**src/rtl/dwell_pkg.sv**
```systemverilog
`default_nettype none
// ============================================================================
// Module   : dwell_pkg
// Brief    : Shared state encoding and parameter sanity helpers for the dwell conditioner.
// Revision : 1.0
// ============================================================================
package dwell_pkg;

    typedef enum logic [2:0] {
        OFF_HOLD  = 3'd0,
        OFF_READY = 3'd1,
        ON_HOLD   = 3'd2,
        ON_READY  = 3'd3,
        LOCKOUT   = 3'd4
    } dwell_state_t;

    // True when a tick count is at least 1 and representable in a WIDTH-bit counter.
    function automatic bit dwell_fits(input int value, input int width);
        return (value >= 1) && (longint'(value) <= ((longint'(1) << width) - 1));
    endfunction

    function automatic bit dwell_max_ok(input int max_on, input int min_on);
        return max_on > min_on;
    endfunction

endpackage
`default_nettype wire

```
**src/rtl/dwell_timer.sv**
```systemverilog
`default_nettype none
// ============================================================================
// Module   : dwell_timer
// Brief    : Saturating dwell counter with synchronous clear and tick enable.
// Revision : 1.0
// ============================================================================
module dwell_timer #(
    parameter int WIDTH = 8
) (
    input  logic             clk,
    input  logic             reset,
    input  logic             i_clk_enable,
    input  logic             i_clear,
    output logic [WIDTH-1:0] o_cnt
);

    logic [WIDTH-1:0] r_cnt;

    always_ff @(posedge clk or posedge reset) begin
        if (reset) begin
            r_cnt <= '0;
        end else if (i_clk_enable) begin
            if (i_clear) begin
                r_cnt <= '0;
            end else if (r_cnt != {WIDTH{1'b1}}) begin
                r_cnt <= r_cnt + 1'b1;
            end
        end
    end

    assign o_cnt = r_cnt;

endmodule
`default_nettype wire

```
**src/rtl/output_dwell_conditioner.sv**
```systemverilog
`default_nettype none
// ============================================================================
// Module   : output_dwell_conditioner
// Brief    : Enforces minimum on/off dwell on an actuator drive; DWELL_MAX_ON_EN adds max-on lockout.
// Revision : 1.0
// ============================================================================
module output_dwell_conditioner
    import dwell_pkg::*;
#(
    parameter int WIDTH   = 8,
    parameter int MIN_ON  = 4,
    parameter int MIN_OFF = 4,
    parameter int MAX_ON  = 200
) (
    input  logic clk,
    input  logic reset,
    input  logic clk_enable,
    input  logic request,
    output logic drive,
    output logic holding,
    output logic fault
);

    if (!dwell_fits(MIN_ON, WIDTH)) begin : g_bad_min_on
        $error("MIN_ON must be in 1..2^WIDTH-1");
    end
    if (!dwell_fits(MIN_OFF, WIDTH)) begin : g_bad_min_off
        $error("MIN_OFF must be in 1..2^WIDTH-1");
    end
    if (!dwell_max_ok(MAX_ON, MIN_ON)) begin : g_bad_max_on
        $error("MAX_ON must exceed MIN_ON");
    end

    localparam logic [WIDTH-1:0] c_min_on_last  = WIDTH'(MIN_ON - 1);
    localparam logic [WIDTH-1:0] c_min_off_last = WIDTH'(MIN_OFF - 1);

    dwell_state_t     r_state;
    dwell_state_t     w_state_next;
    logic             r_drive;
    logic             w_drive_next;
    logic             w_clear;
    logic [WIDTH-1:0] w_cnt;
    logic             w_min_on_met;
    logic             w_min_off_met;

    // Counter restarts on every entry into a hold or lockout state.
    dwell_timer #(
        .WIDTH (WIDTH)
    ) u_timer (
        .clk          (clk),
        .reset        (reset),
        .i_clk_enable (clk_enable),
        .i_clear      (w_clear),
        .o_cnt        (w_cnt)
    );

    assign w_min_on_met  = (w_cnt >= c_min_on_last);
    assign w_min_off_met = (w_cnt >= c_min_off_last);

`ifdef DWELL_MAX_ON_EN
    if (!dwell_fits(MAX_ON, WIDTH)) begin : g_bad_max_on_width
        $error("MAX_ON must fit in WIDTH bits when max-on lockout is enabled");
    end

    localparam logic [WIDTH-1:0] c_max_on_last = WIDTH'(MAX_ON - 1);

    logic r_fault;
    logic w_fault_next;
    logic w_max_on_hit;

    assign w_max_on_hit = (w_cnt >= c_max_on_last);
`endif

    always_comb begin
        w_state_next = r_state;
        w_drive_next = r_drive;
        w_clear      = 1'b0;
`ifdef DWELL_MAX_ON_EN
        w_fault_next = r_fault;
`endif
        case (r_state)
            OFF_READY: begin
                if (request) begin
                    w_state_next = ON_HOLD;
                    w_drive_next = 1'b1;
                    w_clear      = 1'b1;
                end
            end
            ON_HOLD: begin
`ifdef DWELL_MAX_ON_EN
                if (request && w_max_on_hit) begin
                    w_state_next = LOCKOUT;
                    w_drive_next = 1'b0;
                    w_fault_next = 1'b1;
                    w_clear      = 1'b1;
                end else
`endif
                if (w_min_on_met) begin
                    if (request) begin
                        w_state_next = ON_READY;
                    end else begin
                        w_state_next = OFF_HOLD;
                        w_drive_next = 1'b0;
                        w_clear      = 1'b1;
                    end
                end
            end
            ON_READY: begin
                // A release on the same tick as max-on expiry takes the normal off path.
                if (!request) begin
                    w_state_next = OFF_HOLD;
                    w_drive_next = 1'b0;
                    w_clear      = 1'b1;
                end
`ifdef DWELL_MAX_ON_EN
                else if (w_max_on_hit) begin
                    w_state_next = LOCKOUT;
                    w_drive_next = 1'b0;
                    w_fault_next = 1'b1;
                    w_clear      = 1'b1;
                end
`endif
            end
            OFF_HOLD: begin
                if (w_min_off_met) begin
                    if (request) begin
                        w_state_next = ON_HOLD;
                        w_drive_next = 1'b1;
                        w_clear      = 1'b1;
                    end else begin
                        w_state_next = OFF_READY;
                    end
                end
            end
`ifdef DWELL_MAX_ON_EN
            LOCKOUT: begin
                if (!request && w_min_off_met) begin
                    w_state_next = OFF_READY;
                    w_fault_next = 1'b0;
                end
            end
`endif
            default: begin
                w_state_next = OFF_READY;
                w_drive_next = 1'b0;
            end
        endcase
    end

    always_ff @(posedge clk or posedge reset) begin
        if (reset) begin
            r_state <= OFF_READY;
            r_drive <= 1'b0;
`ifdef DWELL_MAX_ON_EN
            r_fault <= 1'b0;
`endif
        end else if (clk_enable) begin
            r_state <= w_state_next;
            r_drive <= w_drive_next;
`ifdef DWELL_MAX_ON_EN
            r_fault <= w_fault_next;
`endif
        end
    end

    assign drive   = r_drive;
    assign holding = ((r_state == ON_HOLD) || (r_state == OFF_HOLD)) && (request != r_drive);

`ifdef DWELL_MAX_ON_EN
    assign fault = r_fault;
`else
    assign fault = 1'b0;
`endif

endmodule
`default_nettype wire

```
**config.mk**
```make
export PLATFORM = sky130hd
export DESIGN_NAME = output_dwell_conditioner
export DESIGN_NICKNAME = d
export VERILOG_FILES = /design/src/rtl/dwell_pkg.sv /design/src/rtl/dwell_timer.sv /design/src/rtl/output_dwell_conditioner.sv
export SDC_FILE = /design/constraint.sdc
export NUM_CORES = 1
export LEC_CHECK = 0
export ABC_AREA = 1
export CORE_UTILIZATION = 35
export DETAILED_ROUTE_END_ITERATION = 10
export SETUP_SLACK_MARGIN = 0.02
export SYNTH_ARGS = -nofsm -noshare
export SYNTH_HDL_FRONTEND = slang
export SYNTH_SLANG_ARGS = --single-unit
```
**constraint.sdc**
```tcl
create_clock -name clk -period 2 [get_ports clk]
set_input_delay 0.4 -clock clk [delete_from_list [all_inputs] [get_ports clk]]
set_output_delay 0.4 -clock clk [all_outputs]
set_load 0.01 [all_outputs]
```
# Word-level counts from Yosys, hierarchy flattened
# Cells that the tools add are included.
[totals] regBits=12 latch_bits=0 ramBits=0 mem_bits_ro=0 in_bits=4 output_inout_bits=3 word_cells=40 n_memories=0
[classes] n_addsub=1 n_mul=0 div_mod_pow=0 order_cmp=1 eq_ne=9 shifts=0 muxes=19 n_bitwise=0 n_reduce_logical=7
[op_table] operator="2-to-1 mux 8 bit" count=2
[op_table] operator="2-to-1 mux 3 bit" count=4
[op_table] operator="case mux 3 bit (4 select lines)" count=1
[op_table] operator="adder 8 x 1 -> 8 bit (second input constant)" count=1
[op_table] operator="greater-or-equal comparator 8 x 2 -> 1 bit (second input constant)" count=1
[op_table] operator="2-to-1 mux 1 bit" count=8
[op_table] operator="inequality test 2 bit (second input constant)" count=4
[op_table] operator="inequality test 8 bit (second input constant)" count=1
[op_table] operator="case mux 1 bit (4 select lines)" count=2
[op_table] operator="== test 3 x 2 -> 1 bit (second input constant)" count=2
[op_table] operator="AND reduction 5 bit" count=1
[op_table] operator="2-to-1 mux 2 bit" count=2
[op_table] operator="== test 3 x 1 -> 1 bit (second input constant)" count=1
[op_table] operator="logical NOT 3 bit" count=1
[op_table] operator="AND reduction 3 bit" count=1
[op_table] operator="AND reduction 2 bit" count=1
[op_table] operator="nonzero test 2 bit" count=1
[op_table] operator="logical AND 1 bit" count=1
[op_table] operator="logical OR 1 bit" count=1
[op_table] operator="inequality test 1 bit" count=1

# Longest topological paths before layout
[logic_depth] ltp_word=5 depth_mapped=11 depth_no_buf=11

# By module
# Synthesis repeated with hierarchy kept, for this count alone.
[unflattened] cells_unflattened=116 hier_area_um2=833.3
[modules_own_cells] mod="dwell_timer" n_inst=1 cells_per_inst=65 area_each_um2=483.0 seq_area_each_um2=200.2
[modules_own_cells] mod="output_dwell_conditioner" n_inst=1 cells_per_inst=51 area_each_um2=350.3 seq_area_each_um2=76.3

# Least setup slack after synthesis
# OpenSTA, ideal clock, no wires.
[synth_timing] kind="register -> register" from="register r_state[0]" to="register u_timer.r_cnt[7], in the netlist u_timer.o_cnt[7]" setup_ns=0.113 arrival_ns=1.349 t_required_ns=1.887 slack_ns=0.538 stages_incl_launch_ff=11 n_path_buf=0 synth_period_minus_slack_ns=1.462 cell_sequence="dfstp_2 > inv_1 > ha_1 > nand2_1 > nand2_1 > nor2_1 > nand2_1 > nand2_1 > nand2_2 > nand2_1 > nor2_2"
[synth_between] elab_chain_len=4 word_cells_on_any_way=8 cone_classes="eq/ne (3); mux (2); reduce/logical (3)"
[synth_rtl] element="start: declaration" line="output_dwell_conditioner.sv:37" text="dwell_state_t r_state;"
[synth_rtl] element="start signal: assignment" line="output_dwell_conditioner.sv:158" text="r_state <= w_state_next;"
[synth_rtl] element="== test 3 x 2 -> 1 bit, or another cell as far along" line="output_dwell_conditioner.sv:81" text="case (r_state)"
[synth_rtl] element="case mux 1 bit (4 select lines) (*)" line="output_dwell_conditioner.sv:81"
[synth_rtl] element="nonzero test 2 bit (no line)"
[synth_rtl] element="AND reduction 2 bit (no line)"
[synth_rtl] element="end signal: assignment" line="dwell_timer.sv:26" text="r_cnt <= r_cnt + 1'b1;"
[synth_rtl] element="end: declaration" line="dwell_timer.sv:17" text="logic [WIDTH-1:0] r_cnt;"
# Every way passes the cells marked *; elsewhere a longest branch is shown, timed or not.
# A chain may end at the register's enable or synchronous reset.

# Final worst setup path
[layout_timing] from="input request" to="output holding"
[layout_between] elab_chain_len=2
[layout_rtl] element="start: declaration" line="output_dwell_conditioner.sv:18" text="input logic request,"
[layout_rtl] element="inequality test 1 bit" line="output_dwell_conditioner.sv:167" text="assign holding = ((r_state == ON_HOLD) || (r_state == OFF_HOLD)) && (request != r_drive);"
[layout_rtl] element="logical AND 1 bit" line="output_dwell_conditioner.sv:167"
[layout_rtl] element="end: declaration" line="output_dwell_conditioner.sv:20" text="output logic holding,"
# No other way between the ends.

==> metrics.txt <==
status complete, no violations; xor/xnor share of the synthesized area 0.009629; max incr delay on CP 0.49 ns; cells after synthesis 138; fill count 274; max-cap violations 0; post-DP HPWL 1356 µm; Yosys warnings 0; mux cell area share after synthesis 0; Syn Area/Cell 6.591 µm²; first-pass GRT wire length 3118 µm; Slowest-stage cell, CP clkdlybuf4s50_1; Min Clock Period, post-route 1.855 ns; pin count of the biggest net entering global routing 12; Routed WL per cell 9.582 µm; vias per cell 4.531; # rows 18; Routed WL 1696 µm; endpoint class of the critical path primary output; largest family of logic cells by synthesized area simple AND/OR/NAND/NOR gates; clk_skew 0.005548 ns; Syn Nets 149; final global-route overflow total 0; P_leak 0.5659 nW; Yosys cell types 22; final setup vio count 0; P_sw 0.0004870 W; Clk pwr share 0.136; ant diodes 0; RSZ-0062 raised after global routing no; via count 802; Hold Violations, Final 0; Max clock buf depth 2; Post-CTS Setup Inserts 0; fmax 0.5391 GHz; Int Power 0.0005948 W; dpl cells 173; fin cells 177; Cell Pwr Density 1064 mW/mm²; R2R setup slack 0.39 ns; DIE AREA 0.002807 mm²; Clock Tree Root clkbuf_4; Synth Area in Adders 0.09629; reg2reg path depth 9; Area after DPL 991.0 µm²; Cell Chain, Critical Path clkdlybuf4s50_1 -> inv_2 -> ha_1 -> o21a_1 -> clkbuf_2; Flop pwr share 0.333; worst min-delay path class in2async; initial DRC count 4; Synth Area in Compound Gates 0.07978; routability cong. 0.8108; iteration count of the initial detailed-routing pass 4; die height 52.98 µm; post-route setup TNS 0 ns; Synth Area in Simple Gates 0.3714; CP required 1.60 ns; Min Hold Slack 0.4259 ns; final layout net count 159; cts bufs inserted 3; layout cell share with drive strength beyond 1 0.1429; number of I/O pins 7; Startpoint Class input pin; crit path max fanout 2; Pins Over Slew Limit 0; Net Sw Frac 0.4501; area delta synth->final 11.83%; H-tree levels 1; post-layout util 0.4106; r2r startpoint r_state[0]; initial core utilization 0.3672; design area 0.001017 mm²; gr usage total 0.1532; initial antenna violation count 0; crit path DAT 1.45 ns; DR DRC count 0; later-pin clock latency in the skew report 0.26 ns; Seq/Total Area, Yosys 0.3040; final period utilization 0.9275; # clock sinks 11; R2R Path End u_timer.o_cnt[6]; Core Box Area 0.002477 mm²; Synth Cell Area 909.6 µm²; Port-buffer cells 5; Clock transition at path regs 0.07 ns; antenna violation net count after detailed routing 0; vias in the first global route 732; crit path kind in2out; #FFs+latches synth 11; CTS tree done; Worst IR Drop VDD 689.9 µV; Die W 52.98 µm; combinational share of power 0.531
-- stage by stage --
step                      setup slack, ns  power (W)
after detailed placement          -0.2606  0.0009485
final                              0.1450   0.001082
after global placement            -0.2167  0.0009337
after global routing              0.09446   0.001222
after floorplan                    0.5378  0.0007928
after CTS                         0.03410   0.001102
-- routing by layer --
layer  vias to the layer above  track usage  wire, µm
li1                        437            -         -
met1                       356       0.2042       870
met2                         7       0.2405       778
met3                         2      0.02586        31
met4                         0      0.06579        14
met5                         -            0         0
-- worst max path at each step --
stage               slack (ns)  cells past startpoint               end       start
floorplan                 0.54                     10  u_timer.o_cnt[7]  r_state[0]
global placement         -0.22                      5           holding     request
detailed placement       -0.26                      5           holding     request
CTS                       0.03                      5           holding     request
global route              0.09                      5           holding     request
finish                    0.15                      5           holding     request
-- final cells by class --
class,instances,area (µm²),area share
Sequential cell,11,276.5,0.2718
Clock buffer,4,26.28,0.02583
Timing Repair Buffer,7,60.06,0.05904
Tap cell,30,37.54,0.03690
Multi-Input combinational cell,98,515.5,0.5068
Inverter,27,101.3,0.09963
-- placed cells by master (no fill, tap or decap), drive strengths merged, types with 4 or more instances in the layout --
| cell | Yosys | routed |
|---|---|---|
| nand2 | 42 | 42 |
| inv | 26 | 26 |
| nor2 | 20 | 20 |
| o21ai | 11 | 11 |
| dfrtp | 10 | 10 |
| nand3 | 9 | 9 |
| ha | 7 | 7 |
| clkbuf | 1 | 5 |
| nand4 | 4 | 4 |
| clkdlybuf4s50 | 0 | 4 |
-- Yosys cell counts --
master    count  area share
nand3_1       7       0.039
dfrtp_1      10        0.28
o21a_1        1      0.0083
nand2_2       3       0.021
inv_1        24       0.099
conb_1        1      0.0041
nand3_2       2       0.022
nand2_1      38        0.16
clkinv_1      1      0.0041
a21oi_1       2       0.011
o21ai_0       7       0.039
xor2_1        1      0.0096
nor2_2        4       0.028
nand4_1       4       0.028
buf_4         1      0.0083
o21ai_1       4       0.022
nand2_4       1       0.012
ha_1          7       0.096
nor2_1       16       0.066
inv_2         2      0.0083
clkbuf_8      1       0.015
dfstp_2       1       0.029
-- cells by family (layout without fill, tap and decap cells) --
group / after synthesis / in the layout
other: 1 / 1
AND/OR/NAND/NOR: 75 / 75
adder cells (fa/ha/maj): 7 / 7
flip-flops: 11 / 11
buffers and inverters: 29 / 38
XOR/XNOR: 1 / 1
AO/OA/AOI/OAI: 14 / 14
-- sequential cells by signal (all words and copies together) (netlist names) --
name	cells
u_timer.o_cnt	8
drive	1
r_state	2
-- what timing repair did --
item	CTS	global route
hold buffers	0	0
endpoints found under the setup margin	1	1
hold endpoints to repair	0	0
pin swaps	0	1
resized for setup	3	2
-- worst max-delay path, delay by kind of cell --
| family | cells | cell delay [ns] |
|---|---|---|
| AO/OA/AOI/OAI | 1 | 0.12 |
| adder cells (fa/ha/maj) | 1 | 0.27 |
| buffers and inverters | 3 | 0.66 |
-- power by group through the flow --
stage                     Clock, W  Sequential (W)  Combinational [W]
after global routing      0.000171        0.000369           0.000681
after detailed placement         0        0.000365           0.000584
after floorplan                  0        0.000357           0.000436
final                     0.000147        0.000360           0.000575
after global placement           0        0.000362           0.000572
after CTS                 0.000159        0.000360           0.000583
No activity file was read; power rests on OpenSTA's default activity.
